===== src/rtl/uart_bridge_pkg.sv =====
// Shared types and constants for the UART FIFO bridge: TX FSM encoding,
// status-word bit positions and the "no data" read value.
package uart_bridge_pkg;

    typedef enum logic {
        TX_IDLE = 1'b0,
        TX_SEND = 1'b1
    } tx_state_e;

    localparam int STAT_TX_CNT_LSB  = 0;
    localparam int STAT_RX_CNT_LSB  = 8;
    localparam int STAT_TX_FULL     = 16;
    localparam int STAT_RX_EMPTY    = 17;
    localparam int STAT_TX_BUSY     = 18;
    localparam int STAT_RX_OVERRUN  = 19;

    localparam logic [31:0] EMPTY_WORD = 32'hFFFF_FFFF;

endpackage


===== src/rtl/sync_fifo.sv =====
// Synchronous FIFO with combinational head; push/pop take effect at the next edge.
// Backpressure: push is ignored while full, pop is ignored while empty.
module sync_fifo #(
    parameter int WIDTH      = 8,
    parameter int DEPTH_LOG2 = 4
) (
    input  logic                  clk,
    input  logic                  reset,
    input  logic                  push,
    input  logic                  pop,
    input  logic [WIDTH-1:0]      din,
    output logic [WIDTH-1:0]      dout,
    output logic [DEPTH_LOG2:0]   count,
    output logic                  full,
    output logic                  empty
);

    localparam int DEPTH = 1 << DEPTH_LOG2;

    logic [WIDTH-1:0]      mem_q [DEPTH];
    logic [WIDTH-1:0]      mem_d [DEPTH];
    logic [DEPTH_LOG2-1:0] wr_ptr_q, wr_ptr_d;
    logic [DEPTH_LOG2-1:0] rd_ptr_q, rd_ptr_d;
    logic [DEPTH_LOG2:0]   count_q, count_d;
    logic                  do_push;
    logic                  do_pop;

    assign full    = (count_q == (DEPTH_LOG2 + 1)'(DEPTH));
    assign empty   = (count_q == '0);
    assign count   = count_q;
    assign dout    = mem_q[rd_ptr_q];
    assign do_push = push && !full;
    assign do_pop  = pop && !empty;

    always_comb begin
        mem_d    = mem_q;
        wr_ptr_d = wr_ptr_q;
        rd_ptr_d = rd_ptr_q;
        count_d  = count_q;
        if (do_push) begin
            mem_d[wr_ptr_q] = din;
            wr_ptr_d        = wr_ptr_q + 1'b1;
        end
        if (do_pop) begin
            rd_ptr_d = rd_ptr_q + 1'b1;
        end
        case ({do_push, do_pop})
            2'b10:   count_d = count_q + 1'b1;
            2'b01:   count_d = count_q - 1'b1;
            default: count_d = count_q;
        endcase
    end

    // Storage is cleared on reset so the head (and uart_dat_di) reads zero.
    always_ff @(posedge clk or posedge reset) begin
        if (reset) begin
            for (int i = 0; i < DEPTH; i++) begin
                mem_q[i] <= '0;
            end
            wr_ptr_q <= '0;
            rd_ptr_q <= '0;
            count_q  <= '0;
        end else begin
            mem_q    <= mem_d;
            wr_ptr_q <= wr_ptr_d;
            rd_ptr_q <= rd_ptr_d;
            count_q  <= count_d;
        end
    end

endmodule


===== src/rtl/uart_fifo_bridge.sv =====
// CPU <-> simpleuart bridge with TX/RX FIFOs; CPU writes stall only when TX is full, reads never stall.
// Optional UART_FIFO_BRIDGE_RX_OVERRUN_EN: keep polling while RX is full and flag dropped bytes.
module uart_fifo_bridge
    import uart_bridge_pkg::*;
#(
    parameter int DEPTH_LOG2 = 4
) (
    input  logic        clk,
    input  logic        reset,
    input  logic        bus_dat_we,
    input  logic        bus_dat_re,
    input  logic [31:0] bus_dat_di,
    output logic [31:0] bus_dat_do,
    output logic        bus_dat_wait,
    input  logic        bus_stat_we,
    output logic [31:0] bus_stat_do,
    output logic        uart_dat_we,
    output logic [31:0] uart_dat_di,
    input  logic        uart_dat_wait,
    output logic        uart_dat_re,
    input  logic [31:0] uart_dat_do
);

    logic [7:0]          tx_head, rx_head;
    logic [DEPTH_LOG2:0] tx_count, rx_count;
    logic                tx_full, tx_empty, rx_full, rx_empty;
    logic                tx_push, tx_pop, rx_push, rx_pop;
    logic                rx_valid, rx_overrun, tx_busy;
    logic                unused_bits;

    tx_state_e state_q, state_d;
    logic      uart_we_q, uart_we_d;

    sync_fifo #(.WIDTH(8), .DEPTH_LOG2(DEPTH_LOG2)) u_tx_fifo (
        .clk   (clk),
        .reset (reset),
        .push  (tx_push),
        .pop   (tx_pop),
        .din   (bus_dat_di[7:0]),
        .dout  (tx_head),
        .count (tx_count),
        .full  (tx_full),
        .empty (tx_empty)
    );

    sync_fifo #(.WIDTH(8), .DEPTH_LOG2(DEPTH_LOG2)) u_rx_fifo (
        .clk   (clk),
        .reset (reset),
        .push  (rx_push),
        .pop   (rx_pop),
        .din   (uart_dat_do[7:0]),
        .dout  (rx_head),
        .count (rx_count),
        .full  (rx_full),
        .empty (rx_empty)
    );

    assign tx_push      = bus_dat_we && !tx_full;
    assign bus_dat_wait = bus_dat_we && tx_full;
    assign tx_pop       = uart_we_q && !uart_dat_wait;
    assign uart_dat_we  = uart_we_q;
    assign uart_dat_di  = {24'd0, tx_head};
    assign tx_busy      = (state_q != TX_IDLE) || !tx_empty;

    assign rx_pop     = bus_dat_re && !rx_empty;
    assign bus_dat_do = rx_empty ? EMPTY_WORD : {24'd0, rx_head};
    assign rx_valid   = (uart_dat_do[31:8] == 24'd0);

    // The strobe is a flop alongside the state so it is high for exactly the SEND cycles.
    always_comb begin
        state_d   = state_q;
        uart_we_d = uart_we_q;
        case (state_q)
            TX_IDLE: begin
                if (!tx_empty) begin
                    state_d   = TX_SEND;
                    uart_we_d = 1'b1;
                end
            end
            TX_SEND: begin
                if (!uart_dat_wait) begin
                    state_d   = TX_IDLE;
                    uart_we_d = 1'b0;
                end
            end
            default: begin
                state_d   = TX_IDLE;
                uart_we_d = 1'b0;
            end
        endcase
    end

    always_ff @(posedge clk or posedge reset) begin
        if (reset) begin
            state_q   <= TX_IDLE;
            uart_we_q <= 1'b0;
        end else begin
            state_q   <= state_d;
            uart_we_q <= uart_we_d;
        end
    end

`ifdef UART_FIFO_BRIDGE_RX_OVERRUN_EN
    logic rx_overrun_q, rx_overrun_d;

    assign uart_dat_re = 1'b1;
    assign rx_push     = rx_valid && !rx_full;
    assign rx_overrun  = rx_overrun_q;
    assign unused_bits = ^bus_dat_di[31:8];

    // A byte dropped in the same cycle as a clear keeps the flag set.
    always_comb begin
        rx_overrun_d = rx_overrun_q;
        if (rx_valid && rx_full) begin
            rx_overrun_d = 1'b1;
        end else if (bus_stat_we) begin
            rx_overrun_d = 1'b0;
        end
    end

    always_ff @(posedge clk or posedge reset) begin
        if (reset) begin
            rx_overrun_q <= 1'b0;
        end else begin
            rx_overrun_q <= rx_overrun_d;
        end
    end
`else
    assign uart_dat_re = !rx_full;
    assign rx_push     = uart_dat_re && rx_valid;
    assign rx_overrun  = 1'b0;
    assign unused_bits = ^{bus_dat_di[31:8], bus_stat_we};
`endif

    always_comb begin
        bus_stat_do                                   = '0;
        bus_stat_do[STAT_TX_CNT_LSB +: 8]             = 8'(tx_count);
        bus_stat_do[STAT_RX_CNT_LSB +: 8]             = 8'(rx_count);
        bus_stat_do[STAT_TX_FULL]                     = tx_full;
        bus_stat_do[STAT_RX_EMPTY]                    = rx_empty;
        bus_stat_do[STAT_TX_BUSY]                     = tx_busy;
        bus_stat_do[STAT_RX_OVERRUN]                  = rx_overrun;
    end

endmodule


===== config.mk =====
export PLATFORM = sky130hd
export DESIGN_NAME = uart_fifo_bridge
export DESIGN_NICKNAME = d
export VERILOG_FILES = /design/src/rtl/uart_bridge_pkg.sv /design/src/rtl/sync_fifo.sv /design/src/rtl/uart_fifo_bridge.sv
export SDC_FILE = /design/constraint.sdc
export NUM_CORES = 1
export LEC_CHECK = 0
export CAP_MARGIN = 10
export CORE_ASPECT_RATIO = 1.75
export CORE_MARGIN = 10
export CORE_UTILIZATION = 52
export CTS_CLUSTER_SIZE = 14
export DETAILED_ROUTE_END_ITERATION = 7
export PLACE_DENSITY = 0.75
export SKIP_LAST_GASP = 1
export SLEW_MARGIN = 10
export SYNTH_ARGS = -nofsm -noshare
export SYNTH_HDL_FRONTEND = slang
export SYNTH_SLANG_ARGS = --single-unit

===== constraint.sdc =====
create_clock -name clk -period 12.1 [get_ports clk]
set_input_delay 1.21 -clock clk [delete_from_list [all_inputs] [get_ports clk]]
set_output_delay 1.21 -clock clk [all_outputs]
set_load 0.005 [all_outputs]

==> key figures <==
Cells and area
  – Commonest non-fill, non-tap cell in the layout: dfrtp_1
  – Layout area overhead: 12.1%
  – Inserted Diodes: 0
  – Layout cell share with drive strength beyond 1: 0.379
  – Final Cell Area: 15800 um2
  – Leading cell types in the layout, fill and taps excluded: dfrtp_1 (282), mux2_2 (281), clkdlybuf4s50_1 (100)
  – Fin nets: 1160

Clocking
  – Clock latency on the worst-skew pair: 550 ps
  – Max H-tree Level: 1
  – Postcts setup bufs: 0
  – Clk Tree Root Cell: clkbuf_16
  – Post-CTS Resized: 0
  – Hold Buf Count CTS: 0
  – Clock buffer depth: 3
  – Inserted Clock Buffers: 27
  – Num Clock Sinks: 284
  – TritonCTS clock tree: done
  – CTS clk-pin slew, worst paths: 60 ps

Timing
  – Period utilization: 0.365
  – Slew @ Worst Pin: 1110 ps
  – Unrepaired setup endpoints after global routing: no
  – Fmax: 0.226 GHz
  – Worst clock skew: 18.1 ps
  – Setup violations, final: 0
  – Max Slew Vio Count: 0
  – Min Tclk post-route: 4420 ps
  – Min Hold Slack: 469 ps
  – Final hold violation count: 0
  – Setup_tns: 0 ps
  – Rel. slew slack: 0.261

Place
  – Port bufs: 100
  – GPL Wtd Cong: 0.772
  – Hpwl dp: 20.9 mm
  – Placed inst area: 15000 um2

GRT
  – Total track usage: 0.170
  – Vias in the first global route: 8788
  – First-pass GRT wire length: 46.9 mm
  – Antenna violations before repair: 0
  – Largest net degree at the start of global routing: 129
  – Gr ovfl total: 0

Critical path
  – Worst Setup End Kind: output port
  – Worst EP arrival: 3210 ps
  – Crit start category: flop
  – Worst path slowest cell: buf_4
  – Worst Path Required: 10890 ps
  – Critical-path cell list: buf_4 > mux2_2 > o21ai_0 > a21oi_1 > a22oi_1 > nand2_1 > clkdlybuf4s50_1
  – Crit path max fanout: 51
  – Crit path kind: reg -> out
  – Max stage delay on crit path: 700 ps

Yosys
  – Post-synth EDFFs: 0
  – Mapped cell area: 14100 um2
  – Seq cells post-synth: 284
  – Top-area cell type share of the netlist area: 0.503
  – Main flop type after synthesis: dfrtp_1
  – Post-Syn Area per Cell: 13.8 um2
  – Total of warnings raised by yosys: 0
  – Largest cells by area after synthesis: dfrtp_1 (50%), mux2_2 (22%), mux4_2 (6.4%), buf_4 (3.8%), mux2i_1 (2.3%)
  – Cell count after synthesis: 1024
  – Synth area leader: dfrtp_1
  – Async SR Flop Fraction: 1.00
  – Post-synthesis cell type count: 49
  – Register area share after synthesis: 0.503

Routing
  – Met3 Wirelength: 884 um
  – Via density: 5.69
  – DR WL/cell: 20.8 um
  – Final ANT Viol Nets: 0
  – M1 wire length: 10.4 mm
  – Pre-Repair DR Iteration Count: 6
  – Max Used Layer: met4
  – # DRC: 0
  – Met2 routed WL: 17.0 mm
  – Routed Wire Length: 29.4 mm
  – Initial DRC count: 370
  – Total number of vias: 8057

Die
  – Starting Density: 0.529
  – Die height: 238 um
  – Core area: 26700 um2
  – # IOs: 169
  – Die width: 145 um
  – Cell Rows: 79
  – Die area: 34400 um2

Pwr
  – PD cells: 215 nW/um2
  – Leakage Power: 0.00733 uW
  – Worst IR drop on VDD: 0.000187 V

Min path
  – Min-Delay Path Class: reg -> reg

Status
  – Outcome: completed

Run
  – Maxcap violations: 0
## metrics by stage
stage	std cells	utilization	worst slack (ps)	total power, uW
after floorplan	1066	-	3050	2210
after global placement	1367	0.561	7720	2560
after detailed placement	1367	0.561	7660	2610
after CTS	1416	0.593	7650	3450
after global routing	1416	0.593	7510	3610
final	1416	0.593	7680	3410
## Yosys cell counts (all sizes together), types with 2 or more instances
cell,count
a21o,2
a21oi,19
a221oi,8
a22oi,9
a31oi,2
and2,2
buf,100
clkbuf,33
dfrtp,284
ha,17
inv,23
mux2,281
mux2i,33
mux4,40
nand2,30
nand2b,3
nand3,27
nand4,11
nor2,4
nor2b,10
nor4,8
o211ai,9
o21ai,27
o22ai,7
xnor2,15
xor2,7
## path summary, 6_finish.rpt
path                                                   start                                to  slack, ps  depth (start not counted)
hold / removal                             state_q$_DFF_PP0_           uart_dat_we$_DFFE_PP0P_        470                          1
setup reg to reg              u_tx_fifo.count[0]$_DFFE_PP0P_    u_tx_fifo.count[4]$_DFFE_PP0P_       8560                         12
hold reg to reg                            state_q$_DFF_PP0_           uart_dat_we$_DFFE_PP0P_        470                          1
max in group asynchronous                              reset  u_tx_fifo.mem_q[126]$_DFFE_PP0P_       9170                          3
setup / recovery           u_tx_fifo.rd_ptr_q[0]$_DFFE_PP0P_                    uart_dat_di[3]       7680                          7
min in group asynchronous                              reset   u_rx_fifo.mem_q[53]$_DFFE_PP0P_       1270                          2
## layout make-up
type / instances / area (um2)
Clock buffer: 38 / 787
Multi-Input combinational cell: 626 / 6270
Tap cell: 324 / 405
Clock inverter: 11 / 87.6
Timing Repair Buffer: 110 / 1080
Sequential cell: 284 / 7110
Fill cell: 2157 / 10900
Inverter: 23 / 93.8
## flip-flops by register name, indices dropped and copies added, names as in the netlist
name and cells:
u_rx_fifo.wr_ptr_q 4, u_rx_fifo.rd_ptr_q 4, u_rx_fifo.mem_q 128, u_tx_fifo.rd_ptr_q 4
state_q 1, u_tx_fifo.count 5, uart_dat_we 1, u_rx_fifo.count 5
u_tx_fifo.wr_ptr_q 4, u_tx_fifo.mem_q 128
## kinds of logic (layout without fill, tap and decap cells)
family	Yosys count	count (layout)	share of synthesized area
multiplexers	354	354	0.311
XOR/XNOR	22	22	0.0136
flip-flops	284	284	0.503
AO/OA/AOI/OAI	86	86	0.0375
buffers and inverters	156	182	0.0639
AND/OR/NAND/NOR	103	103	0.0540
adder cells (fa/ha/maj)	18	18	0.0165
other	1	43	0.000265
## routing by layer
layer / global-route usage / vias to the layer above
li1: - / 3711
met1: 0.173 / 4160
met2: 0.331 / 126
met3: 0.0219 / 60
met4: 0.0744 / 0
met5: 0 / -
## critical path: cells and delay by family (launching register included)
kind | cells | cell delay (ps)
muxes | 1 | 300
DFF | 1 | 340
and+or+nand+nor | 1 | 130
buffers and inverters | 2 | 1210
AOI/OAI and AO/OA | 3 | 680
## power breakdown
part           total (uW)  switching (uW)  internal, uW
Sequential           1360             168          1190
Combinational        1220             562           656
Clock                 829             355           474
Total                3410            1090          2320
No activity file was read; power rests on OpenSTA's default activity.
